<file path="src/rtl/div_req_scheduler.sv">
`default_nettype none
// ============================================================================
// Module   : div_req_scheduler
// Function : Round-robin sharing of one sequential divider core among N_REQ
//            requesters, with divide-by-zero bypass and a completion watchdog.
// Revision : 1.0
// ============================================================================
module div_req_scheduler #(
    parameter int N_REQ   = 4,
    parameter int WIDTH   = 8,
    parameter int TIMEOUT = 32
) (
    input  logic                       i_clk,
    input  logic                       i_rst,
    input  logic [N_REQ-1:0]           req_valid,
    input  logic [N_REQ*WIDTH-1:0]     req_dividend,
    input  logic [N_REQ*WIDTH-1:0]     req_divisor,
    output logic [N_REQ-1:0]           req_ready,
    output logic                       core_start,
    output logic [WIDTH-1:0]           core_dividend,
    output logic [WIDTH-1:0]           core_divisor,
    output logic                       core_clr,
    input  logic                       core_done,
    input  logic [WIDTH-1:0]           core_quotient,
    input  logic [WIDTH-1:0]           core_remainder,
    output logic                       rsp_valid,
    input  logic                       rsp_ready,
    output logic [$clog2(N_REQ)-1:0]   rsp_id,
    output logic [WIDTH-1:0]           rsp_quotient,
    output logic [WIDTH-1:0]           rsp_remainder,
    output logic                       rsp_dz,
    output logic                       rsp_err
);

    localparam int c_idw = $clog2(N_REQ);
    localparam int c_cw  = $clog2(TIMEOUT + 1);

    typedef enum logic [1:0] {
        S_IDLE  = 2'd0,
        S_ISSUE = 2'd1,
        S_WAIT  = 2'd2,
        S_RESP  = 2'd3
    } state_t;

    state_t              state_q, state_d;
    logic [c_idw-1:0]    rr_ptr_q, rr_ptr_d;
    logic [c_cw-1:0]     cnt_q, cnt_d;
    logic [WIDTH-1:0]    opa_q, opa_d;
    logic [WIDTH-1:0]    opb_q, opb_d;
    logic [c_idw-1:0]    id_q, id_d;
    logic [WIDTH-1:0]    quo_q, quo_d;
    logic [WIDTH-1:0]    rem_q, rem_d;
    logic                dz_q, dz_d;
    logic                err_q, err_d;
    logic                start_q, start_d;
    logic                clr_q, clr_d;

    logic [WIDTH-1:0]    w_dvd [N_REQ];
    logic [WIDTH-1:0]    w_dvs [N_REQ];
    logic                w_grant_found;
    logic [c_idw-1:0]    w_grant_idx;

    for (genvar k = 0; k < N_REQ; k++) begin : g_unpack
        assign w_dvd[k] = req_dividend[k*WIDTH +: WIDTH];
        assign w_dvs[k] = req_divisor[k*WIDTH +: WIDTH];
    end

    // First pending requester at or after rr_ptr, wrapping modulo N_REQ.
    always_comb begin
        w_grant_found = 1'b0;
        w_grant_idx   = '0;
        for (int i = 0; i < N_REQ; i++) begin
            int               cand_int;
            logic [c_idw-1:0] cand;
            cand_int = int'(rr_ptr_q) + i;
            if (cand_int >= N_REQ) cand_int = cand_int - N_REQ;
            cand = c_idw'(cand_int);
            if (!w_grant_found && req_valid[cand]) begin
                w_grant_found = 1'b1;
                w_grant_idx   = cand;
            end
        end
    end

    always_comb begin
        state_d   = state_q;
        rr_ptr_d  = rr_ptr_q;
        cnt_d     = cnt_q;
        opa_d     = opa_q;
        opb_d     = opb_q;
        id_d      = id_q;
        quo_d     = quo_q;
        rem_d     = rem_q;
        dz_d      = dz_q;
        err_d     = err_q;
        start_d   = 1'b0;
        clr_d     = 1'b0;
        req_ready = '0;

        case (state_q)
            S_IDLE: begin
                if (w_grant_found && !i_rst) begin
                    req_ready = N_REQ'(1) << w_grant_idx;
                    opa_d     = w_dvd[w_grant_idx];
                    opb_d     = w_dvs[w_grant_idx];
                    id_d      = w_grant_idx;
                    err_d     = 1'b0;
                    if (w_dvs[w_grant_idx] == '0) begin
                        dz_d    = 1'b1;
                        quo_d   = '1;
                        rem_d   = w_dvd[w_grant_idx];
                        state_d = S_RESP;
                    end else begin
                        dz_d    = 1'b0;
                        quo_d   = '0;
                        rem_d   = '0;
                        start_d = 1'b1;
                        state_d = S_ISSUE;
                    end
                end
            end
            S_ISSUE: begin
                cnt_d   = '0;
                state_d = S_WAIT;
            end
            S_WAIT: begin
                if (cnt_q != c_cw'(TIMEOUT)) cnt_d = c_cw'(cnt_q + 1'b1);
                // Completion takes priority over a coincident watchdog expiry.
                if (core_done) begin
                    quo_d   = core_quotient;
                    rem_d   = core_remainder;
                    state_d = S_RESP;
                end else if (cnt_q == c_cw'(TIMEOUT - 1)) begin
                    err_d   = 1'b1;
                    quo_d   = '0;
                    rem_d   = '0;
                    clr_d   = 1'b1;
                    state_d = S_RESP;
                end
            end
            S_RESP: begin
                if (rsp_ready) begin
                    rr_ptr_d = (id_q == c_idw'(N_REQ - 1)) ? '0 : c_idw'(id_q + 1'b1);
                    state_d  = S_IDLE;
                end
            end
            default: state_d = S_IDLE;
        endcase
    end

    always_ff @(posedge i_clk) begin
        if (i_rst) begin
            state_q  <= S_IDLE;
            rr_ptr_q <= '0;
            cnt_q    <= '0;
            opa_q    <= '0;
            opb_q    <= '0;
            id_q     <= '0;
            quo_q    <= '0;
            rem_q    <= '0;
            dz_q     <= 1'b0;
            err_q    <= 1'b0;
            start_q  <= 1'b0;
            clr_q    <= 1'b0;
        end else begin
            state_q  <= state_d;
            rr_ptr_q <= rr_ptr_d;
            cnt_q    <= cnt_d;
            opa_q    <= opa_d;
            opb_q    <= opb_d;
            id_q     <= id_d;
            quo_q    <= quo_d;
            rem_q    <= rem_d;
            dz_q     <= dz_d;
            err_q    <= err_d;
            start_q  <= start_d;
            clr_q    <= clr_d;
        end
    end

    assign core_start    = start_q;
    assign core_clr      = clr_q;
    assign core_dividend = opa_q;
    assign core_divisor  = opb_q;
    assign rsp_valid     = (state_q == S_RESP);
    assign rsp_id        = id_q;
    assign rsp_quotient  = quo_q;
    assign rsp_remainder = rem_q;
    assign rsp_dz        = dz_q;
    assign rsp_err       = err_q;

endmodule
`default_nettype wire

</file>
<file path="config.mk">
export PLATFORM = sky130hd
export DESIGN_NAME = div_req_scheduler
export DESIGN_NICKNAME = d
export VERILOG_FILES = /design/src/rtl/div_req_scheduler.sv
export SDC_FILE = /design/constraint.sdc
export NUM_CORES = 1
export LEC_CHECK = 0
export ABC_AREA = 1
export BUFFER_PORTS_ARGS = -buffer_cell sky130_fd_sc_hd__buf_2
export CORE_MARGIN = 3
export CORE_UTILIZATION = 41
export DETAILED_ROUTE_END_ITERATION = 10
export PLACE_DENSITY_LB_ADDON = 0.15
export SYNTH_ARGS = -nofsm -noshare
export SYNTH_HDL_FRONTEND = slang
export SYNTH_SLANG_ARGS = --single-unit
</file>
<file path="constraint.sdc">
create_clock -name i_clk -period 2.3 [get_ports i_clk]
set_input_delay 0.46 -clock i_clk [delete_from_list [all_inputs] [get_ports i_clk]]
set_output_delay 0.46 -clock i_clk [all_outputs]
set_load 0.05 [all_outputs]
</file>
==> results.yml <==
outcome:
  status: "complete, but fails checks"
  violations: "setup timing"
cells_and_area:
  area_delta_synth_final_pct: 54.45
  fillers: 666
  final_cell_mix: "buf_2 (126), nand2_1 (75), o21ai_0 (48), dfxtp_1 (46), nand3_1 (45)"
  drive_gt1_share_pct: 46.43
  layout.area.seq_um2: 965.9
  final_common_cell: "buf_2"
  fin_nets: 699
  n_antenna_cell: 0
  multi_input_area_um2: 2053
  design_area_um2: 4564
die:
  start_util_pct: 42.79
  dieArea_um2: 8263
  core.rowCount: 30
  ios: 131
  die_y_um: 90.90
  coreArea_um2: 6907
  die_w_um: 90.90
critical_path:
  r2r_cells: 18
  worst_path_max_delay_cell: "dfxtp_4"
  cp-endpoint: "req_ready[0]"
  cp.arrival_ns: 2.03
  startpoint: "rr_ptr_q[0]"
  crit_path_max_incr_delay_ns: 0.40
  worstPathCellList: "buf_8 > nand2_4 > nand3_4 > nand2_4 > buf_6 > a21oi_4 > nand2_2 > nand2_4 > inv_4 > buf_6 > nor3_4 > buf_6"
  crit_path_end_kind: "output port"
  timing.rr.end: "rsp_quotient[2]"
  worst-setup-path-type: "flip-flop to output port"
  cp.required_ns: 1.84
  ff2ff_setup_slack_ns: -0.07
  path_max_fanout: 7
  worstReg2RegStart: "rr_ptr_q[0]"
  start_kind: "flip-flop"
clock_tree:
  path_clk_slew_ns: 0.09
  clock-root-buffer: "clkbuf_8"
  clk_latency_ns: 0.31
  cts-htree-levels: 2
  cts_tree: "yes"
  postCtsHoldBufs: 0
  clockBufferDepth: 2
  cts_sinks: 48
  numCtsBuffers: 5
placement:
  place_congestion: 0.8727
  port-buffer-count: 130
  dpl.hpwl_mm: 6.813
  placed_cell_area_um2: 3986
synthesis:
  synth_area_um2: 2955
  synth-main-ff-cell: "dfxtp_1"
  ys_warn_count: 0
  syn-num-nets: 539
  ys_ff_latch: 48
  ys_seq_area_share_pct: 32.51
  synth_edf_count: 0
  synth.distinct_cells: 31
  syn_inst: 443
  syn_avg_cell_area_um2: 6.671
  synth_async_sr_flop_share_pct: 0
global_routing:
  grt_pass1_vias: 3362
  grt-ovfl-total: 0
  track_usage_pct: 21.89
  antenna_found_initial: 0
  grt_pass1_wl_mm: 15.24
  grt_max_degree: 43
routing:
  ant_nets: 0
  avgViaCountPerCell: 5.064
  routedWlPerCell_um: 13.50
  wl_mm: 9.439
  route.detailed.drc: 0
  initialDrtViolationCount: 74
  firstDrtPassIters: 4
  vias: 3540
sta:
  hold_viol: 0
  relSlewSlack_pct: 67.94
  slew_viol_final: 0
  fin_crit_sh_pct: 108.4
  fin_hold_ws_ns: 0.3473
  fmax_ghz: 0.4010
  worst_pin_slew_ns: 0.4804
  skew_ns: 0.008536
  setup_viol: 19
  period_needed_ns: 2.494
  worst_slack_ns: -0.1940
  rsz0062_at_grt: "yes"
pwr:
  leakagePower_nw: 2.221
  power.density_nw_per_um2: 1335
  max-vdd-ir-drop_uv: 491.0
min_path:
  min_path_type: "input pin to flip-flop"
job:
  maxCapViolCount: 0
==> per-stage QoR <==
step / util [%] / total power, mW / std cells / setup WS (ns) / TNS [ns]
after global routing: 66.09 / 6.502 / 699 / -0.2738 / -4.313
after floorplan: - / 3.940 / 443 / -0.01352 / -0.01352
final: 66.09 / 6.094 / 699 / -0.1940 / -1.143
after detailed placement: 57.72 / 4.964 / 677 / -0.2736 / -3.404
after CTS: 62.70 / 5.840 / 694 / -0.1579 / -0.7576
after global placement: 57.72 / 4.909 / 677 / -0.2071 / -2.240
==> cells by family after synthesis <==
logic type / Yosys count / share of synthesized area (%)
buf+inv: 61 / 9.314
compound gates: 109 / 19.86
flops: 48 / 32.51
simple gates: 217 / 34.93
fa+ha+maj: 8 / 3.387
==> Yosys cell counts, drive strengths merged (2+ instances only) <==
cell,instances,area share (%)
nor3,5,0.85
nor4,2,0.42
a31oi,2,0.42
clkbuf,11,1.4
nand3,57,10
inv,37,4.7
ha,8,3.4
o22ai,7,1.5
nand4,10,2.1
buf,12,3.0
nor2,26,4.2
dfxtp,48,33
a221oi,2,0.59
a21oi,45,8.0
o21ai,50,8.6
nand2,116,17
==> worst min-delay path by stage <==
stage	from	endpoint	slack [ns]	cells after the start
2_1_floorplan	cnt_q[0]	cnt_q[0]	0.47	1
3_3_place_gp	core_dividend[0]	core_dividend[0]	0.46	2
3_5_place_dp	core_dividend[4]	core_dividend[4]	0.46	2
4_1_cts	core_done	core_clr	0.34	2
5_1_grt	core_done	core_clr	0.35	2
6_report	core_done	core_clr	0.35	2
==> state kept, by name (all words and copies together) (netlist names) <==
register       cells
cnt_q              6
core_clr           1
core_dividend      8
core_divisor       8
core_start         1
rr_ptr_q           2
rsp_dz             1
rsp_err            1
rsp_id             2
rsp_quotient       8
rsp_remainder      8
state_q            2
==> where the power goes <==
group,internal [mW],total [mW],switching (mW)
Combinational,1.30,4.01,2.71
Sequential,1.17,1.36,0.197
Clock,0.428,0.720,0.292
Total,2.90,6.09,3.20
==> critical path, delay by kind of cell (launching register included) <==
family	cells	cell delay, ns
flops	1	0.40
simple gates	6	0.58
buf+inv	5	0.60
compound gates	1	0.11
==> routing by layer <==
layer  vias up  wire length, µm  track usage (%)
met5         -                0                0
met4         0              174            5.905
met3        17              572            4.583
met2       112             4761            38.30
met1      1599             3931            27.21
li1       1812                -                -
==> final cells by class <==
type	instances	share of cell area (%)
clock buffers	5	1.508
clock inverters	2	1.316
inverters	38	3.838
multi-input cells	334	44.98
flip-flops and latches	48	21.16
well taps	96	2.632
repair buffers	176	24.56
==> repair_timing <==
action | in CTS | in global routing
pin swaps | 21 | 33
setup buffers | 10 | 4
gates resized for setup | 42 | 52
cloned | 0 | 1
endpoints found under the setup margin | 22 | 23
endpoints found under the hold margin | 0 | 0
(Power assumes the default switching activity.)
